## config.mk

```make
export PLATFORM = sky130hd
export DESIGN_NAME = window_line_buffer
export DESIGN_NICKNAME = d
export VERILOG_FILES = /design/src/rtl/window_line_buffer.sv
export SDC_FILE = /design/constraint.sdc
export NUM_CORES = 1
export LEC_CHECK = 0
export CAP_MARGIN = 20
export CORE_AREA = 5 5 185 187
export CTS_CLUSTER_SIZE = 24
export DETAILED_ROUTE_END_ITERATION = 10
export DIE_AREA = 0 0 190 192
export PLACE_DENSITY = 0.83
export SYNTH_ARGS = -nofsm -noshare
export SYNTH_HDL_FRONTEND = slang
export SYNTH_SLANG_ARGS = --single-unit
export TNS_END_PERCENT = 100
```

## constraint.sdc

```tcl
create_clock -name clk -period 6 [get_ports clk]
set_input_delay 1.2 -clock clk [delete_from_list [all_inputs] [get_ports clk]]
set_output_delay 1.2 -clock clk [all_outputs]
set_load 0.01 [all_outputs]
```

## src/rtl/window_line_buffer.sv

```systemverilog
// rtl/window_line_buffer.sv - 3x3 sliding window generator over a raster pixel stream
module window_line_buffer #(
    parameter int IMG_WIDTH  = 28,
    parameter int IMG_HEIGHT = 28,
    parameter int DATA_WIDTH = 8,
    localparam int CW = $clog2(IMG_WIDTH),
    localparam int RW = $clog2(IMG_HEIGHT)
) (
    input  logic                    clk,
    input  logic                    reset,
    input  logic                    clear,
    input  logic [DATA_WIDTH-1:0]   pixel_in,
    input  logic                    pixel_in_valid,
    output logic [9*DATA_WIDTH-1:0] window_out,
    output logic                    window_valid,
    output logic                    frame_done,
    output logic [CW-1:0]           col_idx,
    output logic [RW-1:0]           row_idx
);

    // lb1 holds the previous row, lb0 the row before that, both indexed by column
    logic [DATA_WIDTH-1:0] lb0 [IMG_WIDTH];
    logic [DATA_WIDTH-1:0] lb1 [IMG_WIDTH];
    logic [DATA_WIDTH-1:0] win [3][3];

    logic accept;
    logic last_col;
    logic last_row;

    // clear takes priority over an incoming pixel, which is then dropped
    assign accept   = pixel_in_valid && !clear;
    assign last_col = (col_idx == CW'(IMG_WIDTH - 1));
    assign last_row = (row_idx == RW'(IMG_HEIGHT - 1));

    // Raster position of the next expected pixel, wrapping at row and frame ends
    always_ff @(posedge clk or posedge reset) begin
        if (reset) begin
            col_idx <= '0;
            row_idx <= '0;
        end else if (clear) begin
            col_idx <= '0;
            row_idx <= '0;
        end else if (accept) begin
            if (last_col) begin
                col_idx <= '0;
                row_idx <= last_row ? '0 : row_idx + RW'(1);
            end else begin
                col_idx <= col_idx + CW'(1);
            end
        end
    end

    // Window/frame pulses; col>=2 and row>=2 gating hides stale or wrapped data
    always_ff @(posedge clk or posedge reset) begin
        if (reset) begin
            window_valid <= 1'b0;
            frame_done   <= 1'b0;
        end else begin
            window_valid <= accept && (row_idx >= RW'(2)) && (col_idx >= CW'(2));
            frame_done   <= accept && last_col && last_row;
        end
    end

    // Shift the 3x3 window left and load the new right column from the line buffers
    always_ff @(posedge clk or posedge reset) begin
        if (reset) begin
            for (int r = 0; r < 3; r++) begin
                for (int c = 0; c < 3; c++) begin
                    win[r][c] <= '0;
                end
            end
        end else if (accept) begin
            for (int r = 0; r < 3; r++) begin
                win[r][0] <= win[r][1];
                win[r][1] <= win[r][2];
            end
            win[0][2] <= lb0[col_idx];
            win[1][2] <= lb1[col_idx];
            win[2][2] <= pixel_in;
        end
    end

    // Line buffer update, reading old contents in the same cycle they are replaced
    always_ff @(posedge clk) begin
        if (accept) begin
            lb0[col_idx] <= lb1[col_idx];
            lb1[col_idx] <= pixel_in;
        end
    end

    // Flatten the window so w[r][c] sits at slot r*3+c
    always_comb begin
        window_out = '0;
        for (int r = 0; r < 3; r++) begin
            for (int c = 0; c < 3; c++) begin
                window_out[(r*3+c)*DATA_WIDTH +: DATA_WIDTH] = win[r][c];
            end
        end
    end

endmodule

```

* Yosys cells after proc, flatten, opt, wreduce, memory -nomap -nowiden *
Memories as Yosys holds them, arrays and structs flattened. A register that Yosys moved wholly into a read port is not among the register bits.
Index checks and enable logic that the tools add are counted.

word-level totals
  bits in writable memories = 448
  flip-flop bits (word level) = 76
  bits in latches = 0
  output and inout port bits = 84
  memories = 2
  memory bits (read-only) = 0
  input bits = 12
  logic and storage cells = 38

operators by class
  order comparisons = 2
  muxes and demuxes = 9
  equality and inequality tests = 2
  shift-type cells = 0
  add/subtract/negate cells = 2
  bitwise logic cells = 0
  div/mod/pow operators = 0
  $mul = 0
  reductions and logical operators = 9

memory list
  memory  depth  bits a word  read ports  clocked after Yosys merged registers in  write ports  RTL line  text
  lb0     28     8            1           1                                        1            22        logic [DATA_WIDTH-1:0] lb0 [IMG_WIDTH];
  lb1     28     8            1           0                                        1            23        logic [DATA_WIDTH-1:0] lb1 [IMG_WIDTH];

operators by type and width
  kind                   count
  $mux W5                7
  $add A5 B1 Y5 const B  2
  $eq A5 B5 Y1 const B   2
  $ge A5 B2 Y1 const B   2
  $logic_and A1 B1 Y1    5
  $reduce_bool A2 Y1     2
  $mux W1                2
  $reduce_and A2 Y1      1
  $logic_not A1 Y1       1

* Longest topological paths before layout *
  word-level depth = 5
  gate-level depth with buffers = 8
  mapped depth without buffers = 6

* Worst setup path before layout *
No wires, ideal clock.

  path kind = input to register
  from = input port pixel_in_valid
  to = memory lb0[0][0] (enable)
  library setup time = 0.388 ns
  stages on the path = 6
  arrival = 2.799 ns
  slack = 2.812 ns
  buffers on the path = 3
  required time = 5.612 ns
  path through = buf_2 > nor2b_1 > clkbuf_1 > clkbuf_1 > nand2_1 > nor2_1

between the ends
  cells in the longest elaborated chain, start to end = 3

RTL lines
  element                        RTL line  text
  start, declared                13        input logic pixel_in_valid,
  $logic_and A1 B1 Y1            31        assign accept = pixel_in_valid && !clear;
  $mux W1                        85        if (accept) begin
  $mux W1 (not written as such)  86        lb0[col_idx] <= lb1[col_idx];
  end, declared                  22

No other way between the ends.

* Worst setup path after layout *
  from = register col_idx[0]
  to = memory lb0[15][0], data pin

between the ends
  cells in the longest elaborated chain, start to end = 1

RTL lines
  element                 RTL line  text
  start, declared         17        output logic [CW-1:0] col_idx,
  start signal, assigned  48        col_idx <= col_idx + CW'(1);
  $mem_v2 Z28 W8          n/a

No other way between the ends.

==> impl_metrics.yaml <==
critical_path:
  reg2reg_slack_ns: 2.02
  r2r_end: "lb0[15][0]$_DFFE_PP_"
  required_ns: 6.28
  worstPathArrival_ns: 4.26
  worstReg2RegStart: "col_idx[0]$_DFFE_PP0P_"
  reg2reg_depth: 5
  crit_fanout: 54
  crit_type: "flip-flop to flip-flop"
  worstSetupEndpointType: "flip-flop"
  startpoint_type: "flip-flop"
timing:
  hold_viol: 0
  fin_crit_ns: 3.976
  hold_ws_ns: 0.4736
  setup_viol: 0
  drv_slew: 0
  clock_skew_ns: 0.02338
  setup_ws_ns: 2.024
  max_freq_mhz: 251.5
  worst_slew_pin_slew_ns: 1.155
  setup_tns_ns: 0
  rsz0062_at_grt: "false"
  relSlewSlack_pct: 22.77
  finalCritPeriodShare_pct: 66.27
cells_and_area:
  final_cells: 1852
  antenna_cells: 0
  finish.utilization_pct: 74.18
  final-seq-area_um2: 15560
  drive_above_1_share_pct: 13.62
  multi_input_area_um2: 4843
  fill_cells: 1795
  syn_to_final_growth_pct: 15.37
  nets: 1387
power:
  p_clk_share_pct: 39.2
  p_comb_share_pct: 8.6
  power.leakage_nw: 8.141
  powerDensity_nw_per_um2: 339.0
  p_sw_share_pct: 22.53
  peakVddDrop_uv: 187.3
  seq_power_share_pct: 52.3
  p_int_mw: 6.290
  p_sw_mw: 1.830
clock_tree:
  insertion_delay_ns: 0.57
  cts_tree: "built"
  post_cts_resized: 0
  cts.sinks: 532
  post_cts_buffers: 0
  cts_htree_levels: 2
  numCtsBuffers: 50
  path_clk_slew_ns: 0.06
  clk_path_buf_depth: 3
  cts_root_buffer: "clkbuf_16"
  cts_hold_buf: 0
detailed_routing:
  postRouteAntennaNets: 0
  avgViaCountPerCell: 6.633
  wirelength_um: 51610
  firstDrtPassIters: 6
  drt_iter0_drc: 1791
  drc: 0
  routedWlPerCell_um: 27.86
  num_vias: 12290
grt:
  antenna_found_initial: 1
  gr-total-overflow: 0
  grtUsageTotal_pct: 28.63
  grt_first_pass_wirelength_um: 76530
  grt_pass1_vias: 11970
  grt_max_degree: 68
synth:
  async_flop_share_pct: 15.79
  synth_edf_count: 448
  synthCells: 1246
  avgSynthCellArea_um2: 16.66
  syn_area_um2: 20760
  synth_flop_cell: "edfxtp_1"
  synth-seq-area-share_pct: 74.92
  yosysWarnings: 0
  synth_seq_cells: 532
  yosysUniqueCellTypes: 51
  syn-num-nets: 1265
hold_path:
  hp-class: "flip-flop to flip-flop"
  whs_path_depth: 2
  hold_start: "window_out[1]$_DFFE_PP0P_"
  min_to: "window_out[1]$_DFFE_PP0P_"
place:
  io_buffers: 95
  dp_hpwl_um: 31300
  dp_cells: 1758
  place_congestion: 0.9316
  pre_cts_ws_ns: 2.047
floorplan:
  initial_core_util_pct: 64.30
  rows: 66
  die_x_um: 190
  io_pins: 96
  die_y_um: 192
  coreArea_um2: 32290
  die_area_um2: 36480
status:
  status: "complete, no violations"
job:
  drv_cap: 0
## synth_stat cells, types with 3 or more instances
library cell,n,area share (%)
clkbuf_1,26,0.47
nor2b_1,7,0.21
a31oi_1,14,0.42
buf_2,34,0.82
nor3_1,10,0.24
dfrtp_1,84,10
nor4_1,8,0.24
mux2_2,10,0.54
or4bb_1,3,0.16
nand2_1,206,3.7
mux2i_1,119,5.7
o21ai_0,9,0.22
edfxtp_1,448,65
a221oi_1,3,0.13
and3_1,6,0.18
inv_1,9,0.16
mux4_2,52,5.6
ha_1,7,0.42
buf_6,5,0.27
a21oi_1,13,0.31
o22ai_1,44,1.3
a22oi_1,15,0.54
nand4_1,9,0.27
nor2_1,43,0.78
and2_1,15,0.45
nand3_1,8,0.19
or4b_1,3,0.14
a41oi_1,6,0.25
## through the flow
| step | total power [mW] | cell area (um2) |
|---|---|---|
| 4_1_cts | 8.135 | 23950 |
| 2_1_floorplan | 4.622 | 20760 |
| 6_report | 8.120 | 23950 |
| 3_5_place_dp | 5.002 | 22280 |
| 5_1_grt | 8.362 | 23950 |
| 3_3_place_gp | 4.978 | 22270 |
## power groups by stage
stage | clock network [mW] | registers, mW | logic [mW]
6_report | 3.18 | 4.25 | 0.695
5_1_grt | 3.38 | 4.26 | 0.732
4_1_cts | 3.20 | 4.24 | 0.692
3_5_place_dp | 0 | 4.32 | 0.682
3_3_place_gp | 0 | 4.31 | 0.663
2_1_floorplan | 0 | 4.31 | 0.307
## worst max-delay path, stage by stage (launching register included)
cell     delay (ns)
dfrtp_4        1.05
or4_1          0.65
o22ai_1        0.16
nor3_1         0.61
nand3_1        0.71
buf_4          0.45
## layout make-up
class                   count  area share, %
clock buffers              75          6.216
well taps                 442          2.309
clock inverters            19         0.7627
multi-input cells         637          20.22
inverters                   9         0.1463
flip-flops and latches    532          64.97
repair buffers            138          5.370
## metal layers
| metal | up-vias | global-route usage (%) | part of all wire [%] |
|---|---|---|---|
| met2 | 906 | 44.44 | 46 |
| met1 | 6173 | 40.00 | 37 |
| met4 | 2 | 11.32 | 4.5 |
| li1 | 5039 | - | - |
| met3 | 165 | 7.016 | 12 |
| met5 | - | 0 | 0.025 |
## worst max-delay path by stage
stage	startpoint	end	slack (ns)	cells past startpoint
finish	col_idx[0]$_DFFE_PP0P_	lb0[15][0]$_DFFE_PP_	2.02	5
detailed placement	col_idx[0]$_DFFE_PP0P_	lb0[6][6]$_DFFE_PP_	2.05	4
CTS	col_idx[0]$_DFFE_PP0P_	lb0[15][0]$_DFFE_PP_	1.99	5
global placement	pixel_in_valid	lb1[4][3]$_DFFE_PP_	2.02	4
global route	col_idx[0]$_DFFE_PP0P_	lb0[6][6]$_DFFE_PP_	1.90	4
floorplan	reset	col_idx[0]$_DFFE_PP0P_	2.63	1
## sequential cells by signal (all words and copies together), names as in the netlist
| register | count |
|---|---|
| row_idx | 5 |
| window_valid | 1 |
| window_out | 72 |
| col_idx | 5 |
| lb1 | 224 |
| lb0 | 224 |
| frame_done | 1 |
## logic make-up (layout without fill, tap and decap cells)
group                      after synthesis  count (layout)  synth area share, %
DFF                                    532             532                74.92
and+or+nand+nor                        330             330                7.081
buffers and inverters                   77             241                1.814
xor gates and xnor gates                 1               1              0.04219
muxes                                  181             181                11.92
adders and majority gates                7               7               0.4218
AOI/OAI and AO/OA                      118             118                3.797
## cells in the final DEF (no fill, tap or decap), types with 7 or more instances in the layout
cell             instances
a21oi_1                 13
a22oi_1                 15
a31oi_1                 14
and2_1                  15
buf_4                   42
clkbuf_1                14
clkbuf_16               53
clkbuf_8                 8
clkdlybuf4s50_1         95
clkinv_2                 9
dfrtp_1                 82
edfxtp_1               448
ha_1                     7
inv_1                    8
mux2_2                  10
mux2i_1                119
mux4_2                  52
nand2_1                206
nand3_1                  8
nand4_1                  9
nor2_1                  43
nor3_1                  10
nor4_1                   8
o21ai_0                  9
o22ai_1                 44
Power figures use the tool's default switching activity.
